===== src/rtl/led_display_mux.sv =====
// Time-multiplexed common-anode 7-segment driver: N digits, per-digit dp/blank, frame snapshot, dead time, PWM brightness.
// Optional build macro LEADING_ZERO_BLANK_EN darkens leading zero digits.
module led_display_mux #(
    parameter int DIGITS     = 4,
    parameter int CLK_HZ     = 100_000_000,
    parameter int REFRESH_HZ = 1600,
    parameter int DEAD_CYC   = 16,
    parameter int BRIGHT_W   = 4
) (
    input  logic                  clk,
    input  logic                  rst,
    input  logic [4*DIGITS-1:0]   tim,
    input  logic [DIGITS-1:0]     dp_in,
    input  logic [DIGITS-1:0]     blank,
    input  logic [BRIGHT_W-1:0]   bright,
    output logic [DIGITS-1:0]     an,
    output logic [6:0]            num,
    output logic                  dp,
    output logic                  frame_start
);

    localparam int SLOT = CLK_HZ / REFRESH_HZ;
    localparam int CW   = (SLOT > 1) ? $clog2(SLOT) : 1;
    localparam int IW   = (DIGITS > 1) ? $clog2(DIGITS) : 1;
    localparam int PW   = CW + BRIGHT_W + 1;

    localparam logic [CW-1:0] SLOT_LAST = CW'(SLOT - 1);
    localparam logic [IW-1:0] IDX_LAST  = IW'(DIGITS - 1);
    localparam logic [PW-1:0] ACT_LEN   = PW'(SLOT - DEAD_CYC);
    localparam logic [CW:0]   DEAD      = (CW+1)'(DEAD_CYC);

    generate
        if (DIGITS < 1) begin : g_bad_digits
            $error("led_display_mux: DIGITS must be >= 1");
        end
        if (DEAD_CYC >= SLOT) begin : g_bad_dead
            $error("led_display_mux: DEAD_CYC must be smaller than the slot length");
        end
    endgenerate

    logic [CW-1:0]       slot_cnt_reg;
    logic [IW-1:0]       idx_reg;
    logic                frame_start_reg;
    logic [4*DIGITS-1:0] tim_q_reg;
    logic [DIGITS-1:0]   dp_q_reg;
    logic [DIGITS-1:0]   blank_q_reg;
    logic [CW:0]         on_len_reg;

    logic [PW-1:0]       bright_ext;
    logic [PW-1:0]       on_prod;
    logic [DIGITS-1:0]   suppress;
    logic [DIGITS-1:0]   dark_vec;
    logic [CW:0]         slot_ext;
    logic                lit_next;
    logic [3:0]          nib_sel;

    function automatic logic [6:0] hex7(input logic [3:0] v);
        logic [6:0] s;
        case (v)
            4'h0: s = 7'b0000001;
            4'h1: s = 7'b1001111;
            4'h2: s = 7'b0010010;
            4'h3: s = 7'b0000110;
            4'h4: s = 7'b1001100;
            4'h5: s = 7'b0100100;
            4'h6: s = 7'b0100000;
            4'h7: s = 7'b0001111;
            4'h8: s = 7'b0000000;
            4'h9: s = 7'b0000100;
            4'hA: s = 7'b0001000;
            4'hB: s = 7'b1100000;
            4'hC: s = 7'b0110001;
            4'hD: s = 7'b1000010;
            4'hE: s = 7'b0110000;
            default: s = 7'b0111000;
        endcase
        return s;
    endfunction

    always_ff @(posedge clk) begin
        if (rst) begin
            slot_cnt_reg <= '0;
            idx_reg      <= '0;
        end else if (slot_cnt_reg == SLOT_LAST) begin
            slot_cnt_reg <= '0;
            idx_reg      <= (idx_reg == IDX_LAST) ? '0 : idx_reg + IW'(1);
        end else begin
            slot_cnt_reg <= slot_cnt_reg + CW'(1);
        end
    end

    // Pulse lags the (0,0) counter state by one cycle, so it also fires right after reset release.
    always_ff @(posedge clk) begin
        if (rst) begin
            frame_start_reg <= 1'b0;
        end else begin
            frame_start_reg <= (slot_cnt_reg == '0) && (idx_reg == '0);
        end
    end

    assign bright_ext = PW'(bright) + PW'(1);
    assign on_prod    = ACT_LEN * bright_ext;

    always_ff @(posedge clk) begin
        if (rst) begin
            tim_q_reg   <= '0;
            dp_q_reg    <= '0;
            blank_q_reg <= '0;
            on_len_reg  <= '0;
        end else if (frame_start_reg) begin
            tim_q_reg   <= tim;
            dp_q_reg    <= dp_in;
            blank_q_reg <= blank;
            on_len_reg  <= on_prod[PW-1:BRIGHT_W];
        end
    end

`ifdef LEADING_ZERO_BLANK_EN
    // A digit is a leading zero when it and every digit above it are zero and carry no dp.
    genvar gi;
    generate
        for (gi = 0; gi < DIGITS; gi++) begin : g_lzb
            if (gi == 0) begin : g_d0
                assign suppress[gi] = 1'b0;
            end else begin : g_dn
                assign suppress[gi] = ~(|tim_q_reg[4*DIGITS-1:4*gi]) & ~(|dp_q_reg[DIGITS-1:gi]);
            end
        end
    endgenerate
`else
    assign suppress = '0;
`endif

    assign dark_vec = blank_q_reg | suppress;
    assign nib_sel  = tim_q_reg[{idx_reg, 2'b00} +: 4];

    always_comb begin
        slot_ext = {1'b0, slot_cnt_reg};
        lit_next = 1'b0;
        if ((slot_ext >= DEAD) && (slot_ext < DEAD + on_len_reg) && !dark_vec[idx_reg]) begin
            lit_next = 1'b1;
        end
    end

    always_ff @(posedge clk) begin
        if (rst || !lit_next) begin
            an  <= '1;
            num <= 7'b1111111;
            dp  <= 1'b1;
        end else begin
            an  <= ~(DIGITS'(1) << idx_reg);
            num <= hex7(nib_sel);
            dp  <= ~dp_q_reg[idx_reg];
        end
    end

    assign frame_start = frame_start_reg;

endmodule


===== config.mk =====
export PLATFORM = sky130hd
export DESIGN_NAME = led_display_mux
export DESIGN_NICKNAME = d
export VERILOG_FILES = /design/src/rtl/led_display_mux.sv
export SDC_FILE = /design/constraint.sdc
export NUM_CORES = 1
export LEC_CHECK = 0
export CORE_ASPECT_RATIO = 0.8
export CORE_MARGIN = 2
export CORE_UTILIZATION = 41
export CTS_CLUSTER_SIZE = 10
export DETAILED_ROUTE_END_ITERATION = 8
export SYNTH_ARGS = -nofsm -noshare
export SYNTH_HDL_FRONTEND = slang
export SYNTH_SLANG_ARGS = --single-unit

===== constraint.sdc =====
create_clock -name clk -period 6.6 [get_ports clk]
set_clock_uncertainty 0.2 [all_clocks]
set_input_delay 1.65 -clock clk [delete_from_list [all_inputs] [get_ports clk]]
set_output_delay 1.65 -clock clk [all_outputs]
set_load 0.01 [all_outputs]

# [Word-level counts from Yosys, hierarchy flattened]
# Memories as Yosys holds them, arrays and structs flattened. A register that Yosys moved wholly into a read port is not among the register bits.
# Index checks and enable logic that the tools add are counted.
[op_classes] n_lt_le_gt_ge=3 div=0 n_shift=2 n_eq_ne=2 addsub=4 mux=6 n_bitwise=2 n_reduce_logical=9 multipliers=1
[op_table] operator="$mul 14x5->19 const A" count=1
[op_table] operator="$add 5x17->17 const A" count=1
[op_table] operator="$lt 16x17->1" count=1
[op_table] operator="$add 16x1->16 const B" count=1
[op_table] operator="$eq 16x16->1 const B" count=1
[op_table] operator="$ge 16x5->1 const B" count=1
[op_table] operator="$logic_not 16->1" count=1
[op_table] operator="$shiftx 16x5->4" count=1
[op_table] operator="$add 4x1->5 const B" count=1
[op_table] operator="$bmux 1 s2" count=2
[op_table] operator="$not 4->4" count=1
[op_table] operator="$shl 1x2->4 const A" count=1
[op_table] operator="$logic_and 1x1->1" count=3
[op_table] operator="$lt 2x3->1 const B" count=1
[op_table] operator="$mux 1" count=3
[op_table] operator="$add 2x1->2 const B" count=1
[op_table] operator="$eq 2x2->1 const B" count=1
[op_table] operator="$logic_not 1->1" count=2
[op_table] operator="$logic_not 2->1" count=1
[op_table] operator="$mux 2" count=1
[op_table] operator="$reduce_or 2->1" count=1
[op_table] operator="$logic_or 1x1->1" count=1
[op_table] operator="$not 1->1" count=1
[word_totals] memories=1 register_bits=65 elab_cells=39 mem_bits_ro=112 inputBits=30 latchBits=0 ramBits=0 output_inout_bits=13
[memory_table] name="(no name shown)" words=16 word_bits=7 rd=1 rd_clocked_by_memory_dff=1 wr=0 line_no="59" text="case (v)"

# [Logic depth before layout (Yosys ltp)]
# Gate-level depths: netlist of run 1.
[depth] depth_word=7 mapped_depth=15 depth_no_buf=15

# [Worst setup path after synthesis of run 1]
# Ideal clock, no wire load.
[synth_path] path_type="in2reg" start="input port bright[1]" end="register on_len_reg[16]" required_ps=6286 setup_ps=114 path_buffers=1 path_stages=13 path_slack_ps=1409 t_arrival_ps=4876 path_cell_list="and3_1 -> clkbuf_1 -> xor2_1 -> ha_1 -> inv_1 -> fa_1 -> fa_1 -> inv_1 -> ha_1 -> and3_1 -> a221oi_1 -> a21oi_1 -> a2111oi_0"
[synth_via] elab_chain_cells=2
[synth_lines] item="start, declared" line_no="15" text="input logic [BRIGHT_W-1:0] bright,"
[synth_lines] item="$add 4x1->5" line_no="101" text="assign bright_ext = PW'(bright) + PW'(1);"
[synth_lines] item="$mul 14x5->19" line_no="102" text="assign on_prod = ACT_LEN * bright_ext;"
[synth_lines] item="end signal, assigned" line_no="114" text="on_len_reg <= on_prod[PW-1:BRIGHT_W];"
[synth_lines] item="end, declared" line_no="47" text="logic [CW:0] on_len_reg;"
# Every way passes these cells.
# A chain may end at the register's enable or synchronous reset.

# [Final worst setup path of run 1]
[layout_path] start="input port bright[0]" end="register on_len_reg[16]"
# Same word-level chain as after synthesis.

==> impl_metrics.ini, run 1 <==
[outcome]
status = completed

[cells_and_area]
n_antenna_cell = 0
num-fill-cells = 990
finalCoreUtilization = 0.511
layout.nets = 597
largest_register_ffs = 17
instances_no_fill = 656
area_growth_pct = 20.8
seqCellArea_um2 = 1440
drive_gt1_frac = 0.0678
final_area_um2 = 5270
multi_input_area_um2 = 2720

[timing]
fmax_mhz = 172
period_share = 0.881
slew_headroom = 0.514
rsz0062_at_grt = false
min_period_ns = 5.82
drv_slew = 0
setup_violations = 0
hold_viol = 0
setup_tns_ns = 0
worst_slew_pin_slew_ns = 0.724
whs_ns = 0.259
fin_ws_ns = 0.783

[worst_setup_path]
startpoint_type = input port
crit_path_end_kind = flop
critPathTopFamily = adder cells
ff2ff_setup_slack_ns = 3.55
r2r-end = an[3]$_SDFF_PP1_
path_class = in -> reg
cp_cell_sequence = clkdlybuf4s50_1, and3_1, xor2_1, ha_1, inv_1, fa_1, fa_1, inv_1, ha_1, and3_1, a221oi_1, a21oi_1, a2111oi_0
r2r_cells = 12
critical-path-slowest-cell = clkdlybuf4s50_1
path_max_fanout = 8
cp.arrival_ns = 5.83
crit_cells = 13
critPathMaxStageDelay_ns = 0.68
critPathBufInv = 3
critical_path_required_ns = 6.61
crit-reg2reg-launch = on_len_reg[4]$_SDFFE_PP0P_

[grt]
grt_pass1_wl_mm = 15.1
grt_max_degree = 53
grt_pass1_vias = 3167
antenna_found_initial = 0
grt_overflow_total = 0
grt_usage = 0.167

[cts]
cts_hold_buf = 0
cts_tree = done
cts_root_buf = clkbuf_16
clockBufferDepth = 2
cts_resized = 0
clk-insertion-delay-late_ns = 0.33
cts.htree.levels = 3
cts_setup_buffers = 0
clk_pin_slew_ns = 0.06
cts_made_buffers = 9
cts_sinks = 72

[placed_design]
gp_congestion = 0.862
numPortBuffers = 42
dp_slack_ns = 0.465
dp_cells = 640
place_area_um2 = 4900
hpwl_mm = 6.73

[detailed_routing]
routedWlPerCell_um = 13.8
avgViaCountPerCell = 5.00
drt_iter0_drc = 178
wirelength_mm = 9.02
drc = 0
topRoutingLayerUsed = met4
detail-route-antenna-nets = 0
wl_met2_mm = 3.71
vias = 3278
route.met3.wl_um = 346
dr.pass1.iters = 5
wl_met1_mm = 4.88

[die]
dieHeight_um = 96.3
dieArea_um2 = 11500
core_area_um2 = 10300
initial_utilization = 0.423
rows = 33
fp.dieW_um = 119
io_pins = 43

[logic_synthesis]
syn-cell-area_um2 = 4370
async_flop_share = 0
synth_top_family_by_area = adder cells
yosysWarnings = 0
synth.area.top_cells = dfxtp_1, ha_1, mux2i_1
synth-xor-area-share = 0.0862
ys_seq_area_frac = 0.330
synthFlopType = dfxtp_1
synth_nets = 560
synth.distinct_cells = 52
syn_inst = 474
synth_top_area_cell = dfxtp_1
synthSimpleGateAreaFrac = 0.168
ys_seq_elements = 72
synth_fa_ha_area_frac = 0.170
synth-compound-area-share = 0.0777
synth_top_area_share = 0.330
postSynthAreaPerCell_um2 = 9.21
synth_edf_count = 0
synth_mux_area_frac = 0.119

[worst_hold_path]
min_from = on_len_reg[0]$_SDFFE_PP0P_
hold_depth = 1
hold_path_class = reg -> reg
hold_path_end = on_len_reg[0]$_SDFFE_PP0P_

[run]
drv_cap = 0

[power_and_ir_drop]
powerDensity_nw_per_um2 = 269
power.total_mw = 1.42
p_leak_nw = 2.14
vdd_drop_max_v = 0.000197
-- report_power, final --
part	switching (mW)	total, mW	internal [mW]
clock network	0.182	0.600	0.418
registers	0.0283	0.493	0.464
logic	0.169	0.328	0.158
total	0.380	1.42	1.04
-- cells in the mapped netlist, types with 2 or more instances --
cell,count
dfxtp_1,72
nor2_1,70
ha_1,52
mux2i_1,33
inv_1,31
nand3_1,24
xnor2_1,22
xor2_1,21
nand2_1,19
a21oi_1,13
clkbuf_1,12
a211oi_1,8
mux4_2,7
nand4_1,7
o21ai_0,7
nand2b_1,6
buf_2,5
a21o_1,4
fa_1,4
nor2b_1,4
and3_1,3
mux2_2,3
nor3_1,3
nor3b_1,3
nor4_1,3
o21a_1,3
or3_1,3
a22oi_1,2
and2_1,2
buf_4,2
conb_1,2
o21bai_1,2
o22ai_1,2
or4_1,2
-- cells in the final DEF, fill, tap and decap left out, types with 8 or more instances in the layout --
master	n
inv_1	31
clkbuf_16	9
ha_1	52
nand3_1	24
a21oi_1	13
clkdlybuf4s50_1	42
xnor2_1	22
dfxtp_1	71
a211oi_1	8
nor2_1	70
mux2i_1	33
xor2_1	21
nand2_1	19
-- metal layers --
metal	global-route usage	vias up
met2	0.247	52
li1	-	1705
met4	0.0559	0
met3	0.0338	7
met1	0.241	1514
met5	0	-
-- how the worst max path moves through the flow --
stage,startpoint,end
4_1_cts,bright[0],on_len_reg[16]$_SDFFE_PP0P_
3_5_place_dp,bright[0],on_len_reg[16]$_SDFFE_PP0P_
2_1_floorplan,bright[1],on_len_reg[16]$_SDFFE_PP0P_
5_1_grt,bright[0],on_len_reg[16]$_SDFFE_PP0P_
6_report,bright[0],on_len_reg[16]$_SDFFE_PP0P_
3_3_place_gp,bright[0],on_len_reg[16]$_SDFFE_PP0P_
-- worst reg2reg max path: cells and delay by family (launching register included) --
family | cells | cell delay [ns]
flip-flops | 1 | 0.43
XOR/XNOR | 1 | 0.17
buffers and inverters | 1 | 0.23
adder cells (fa/ha/maj) | 2 | 0.52
AND/OR/NAND/NOR | 4 | 0.60
AO/OA/AOI/OAI | 4 | 0.79
-- kinds of logic after synthesis --
| group | after synthesis |
|---|---|
| AOI/OAI and AO/OA | 51 |
| adders and majority gates | 57 |
| buffers and inverters | 51 |
| muxes | 43 |
| and+or+nand+nor | 155 |
| other | 2 |
| DFF | 72 |
| xor gates and xnor gates | 43 |
-- cell type report --
cell class | instances | share of cell area
multi-input cells | 351 | 0.516
flip-flops and latches | 72 | 0.274
repair buffers | 46 | 0.0854
clock buffers | 11 | 0.0460
well taps | 140 | 0.0332
clock inverters | 5 | 0.0242
inverters | 31 | 0.0221
Power figures use the tool's default switching activity.
==> inputs of run 2 (changes only) <==
--- a/config.mk
+++ b/config.mk
@@ -7,9 +7,11 @@
 export LEC_CHECK = 0
 export CORE_ASPECT_RATIO = 0.8
 export CORE_MARGIN = 2
-export CORE_UTILIZATION = 41
+export CORE_UTILIZATION = 52
 export CTS_CLUSTER_SIZE = 10
 export DETAILED_ROUTE_END_ITERATION = 8
+export PLACE_DENSITY = 0.74
 export SYNTH_ARGS = -nofsm -noshare
 export SYNTH_HDL_FRONTEND = slang
 export SYNTH_SLANG_ARGS = --single-unit
+export TNS_END_PERCENT = 30
==> run 2 against run 1 <==
Fmax about the same. Die area fell by 20%. Via count increased by 0.34%. Sequential cell count is the same. Wire length down 3.4%. Critical path type unchanged.
==> impl_metrics.ini, run 2 (same netlist as run 1, synthesis figures left out) <==
[outcome]
status = completed

[cells_and_area]
layout.nets = 597
largest_register_ffs = 17
final_common_cell = dfxtp_1
n_antenna_cell = 0
drive_gt1_frac = 0.0698
finalCoreUtilization = 0.629
mostFrequentLayoutCells = dfxtp_1, nor2_1, ha_1, clkdlybuf4s50_1, mux2i_1
area_growth_pct = 16.0

[detailed_routing]
vias = 3289
wirelength_mm = 8.72
dr.pass1.iters = 4
drt_iter0_drc = 184
detail-route-antenna-nets = 0
avgViaCountPerCell = 5.27
routedWlPerCell_um = 14.0
drc = 0

[die]
dieArea_um2 = 9150
dieHeight_um = 86.0
initial_utilization = 0.542
core_area_um2 = 8060
fp.dieW_um = 106
rows = 29
io_pins = 43

[timing]
period_share = 0.882
rsz0062_at_grt = false
setup_violations = 0
setup_tns_ns = 0
slew_headroom = 0.542
fmax_mhz = 172
worst_slew_pin_slew_ns = 0.688
min_period_ns = 5.82
drv_slew = 0
fin_ws_ns = 0.779
hold_viol = 0

[power_and_ir_drop]
vdd_drop_max_v = 0.000141
p_leak_nw = 2.07
powerDensity_nw_per_um2 = 231

[cts]
cts_root_buf = clkbuf_8
clk_pin_slew_ns = 0.08
cts_hold_buf = 0
cts_made_buffers = 9
cts_tree = done
cts_resized = 0
cts_sinks = 72
clockBufferDepth = 2
cts_setup_buffers = 0
clk-insertion-delay-late_ns = 0.35
cts.htree.levels = 3

[worst_setup_path]
cp.arrival_ns = 5.85
startpoint_type = input port
path_class = in -> reg
path_max_fanout = 8
critical_path_required_ns = 6.63
r2r_cells = 12
crit_path_end_kind = flop

[grt]
grt_pass1_vias = 3261
grt_max_degree = 52
grt_usage = 0.210
antenna_found_initial = 0
grt_overflow_total = 0
grt_pass1_wl_mm = 15.5

[placed_design]
hpwl_mm = 6.63
gp_congestion = 0.844
numPortBuffers = 42
dp_slack_ns = 0.472

[worst_hold_path]
hold_depth = 1
hold_path_class = reg -> reg

[run]
drv_cap = 0
[run 2: cell type report]
cell class | count | area, µm²
clock inverter | 7 | 80.1
timing repair buffer | 46 | 450
fill | 678 | 2990
clock buffer | 9 | 124
multi-input combinational | 351 | 2720
inverter | 31 | 116
sequential | 72 | 1440
tap | 108 | 135
[run 2: worst paths after layout]
path | slack [ns] | end | start
setup reg to reg | 3.58 | an[3]$_SDFF_PP1_ | on_len_reg[4]$_SDFFE_PP0P_
hold / removal | 0.26 | on_len_reg[0]$_SDFFE_PP0P_ | on_len_reg[0]$_SDFFE_PP0P_
setup / recovery | 0.78 | on_len_reg[16]$_SDFFE_PP0P_ | bright[0]
hold reg to reg | 0.26 | on_len_reg[0]$_SDFFE_PP0P_ | on_len_reg[0]$_SDFFE_PP0P_
[run 2: critical path, cell delays in order]
cell,delay (ns)
clkdlybuf4s50_1,0.58
ha_1,0.36
nand2b_1,0.16
o21ai_0,0.17
a21oi_1,0.12
ha_1,0.32
inv_1,0.06
fa_1,0.49
inv_1,0.04
ha_1,0.30
ha_1,0.36
a21o_1,0.20
a221oi_1,0.49
a21oi_1,0.16
a2111oi_0,0.38
[run 2: stage by stage]
step	cell area, µm²	hold slack, ns	std cells	power [mW]
final	5070	0.260	624	1.17
after global routing	5070	0.300	624	1.25
after CTS	5070	0.265	624	1.18
after detailed placement	4860	0.246	608	0.824
after global placement	4860	0.238	608	0.813
after floorplan	4370	0.220	474	0.742
[run 2: power by group]
part	switching [mW]	internal, mW
logic	0.165	0.158
clock network	0.178	0.179
registers	0.0286	0.463
total	0.372	0.800
[run 2: layer usage]
metal	GRT usage	routed length, µm
met1	0.309	4600
met2	0.315	3680
met3	0.0410	349
met4	0.0579	83
met5	0	0
==> inputs of run 3 (changes only) <==
--- a/config.mk
+++ b/config.mk
@@ -8,9 +8,11 @@
 export CORE_ASPECT_RATIO = 0.8
 export CORE_MARGIN = 2
 export CORE_UTILIZATION = 52
+export CTS_BUF_LIST = sky130_fd_sc_hd__clkbuf_4 sky130_fd_sc_hd__clkbuf_8
 export CTS_CLUSTER_SIZE = 10
 export DETAILED_ROUTE_END_ITERATION = 8
 export PLACE_DENSITY = 0.74
+export SKIP_CTS_REPAIR_TIMING = 1
 export SYNTH_ARGS = -nofsm -noshare
 export SYNTH_HDL_FRONTEND = slang
 export SYNTH_SLANG_ARGS = --single-unit
==> results of run 3 <==
Same layout as run 2: the final DEF is identical, and so are final timing and power.
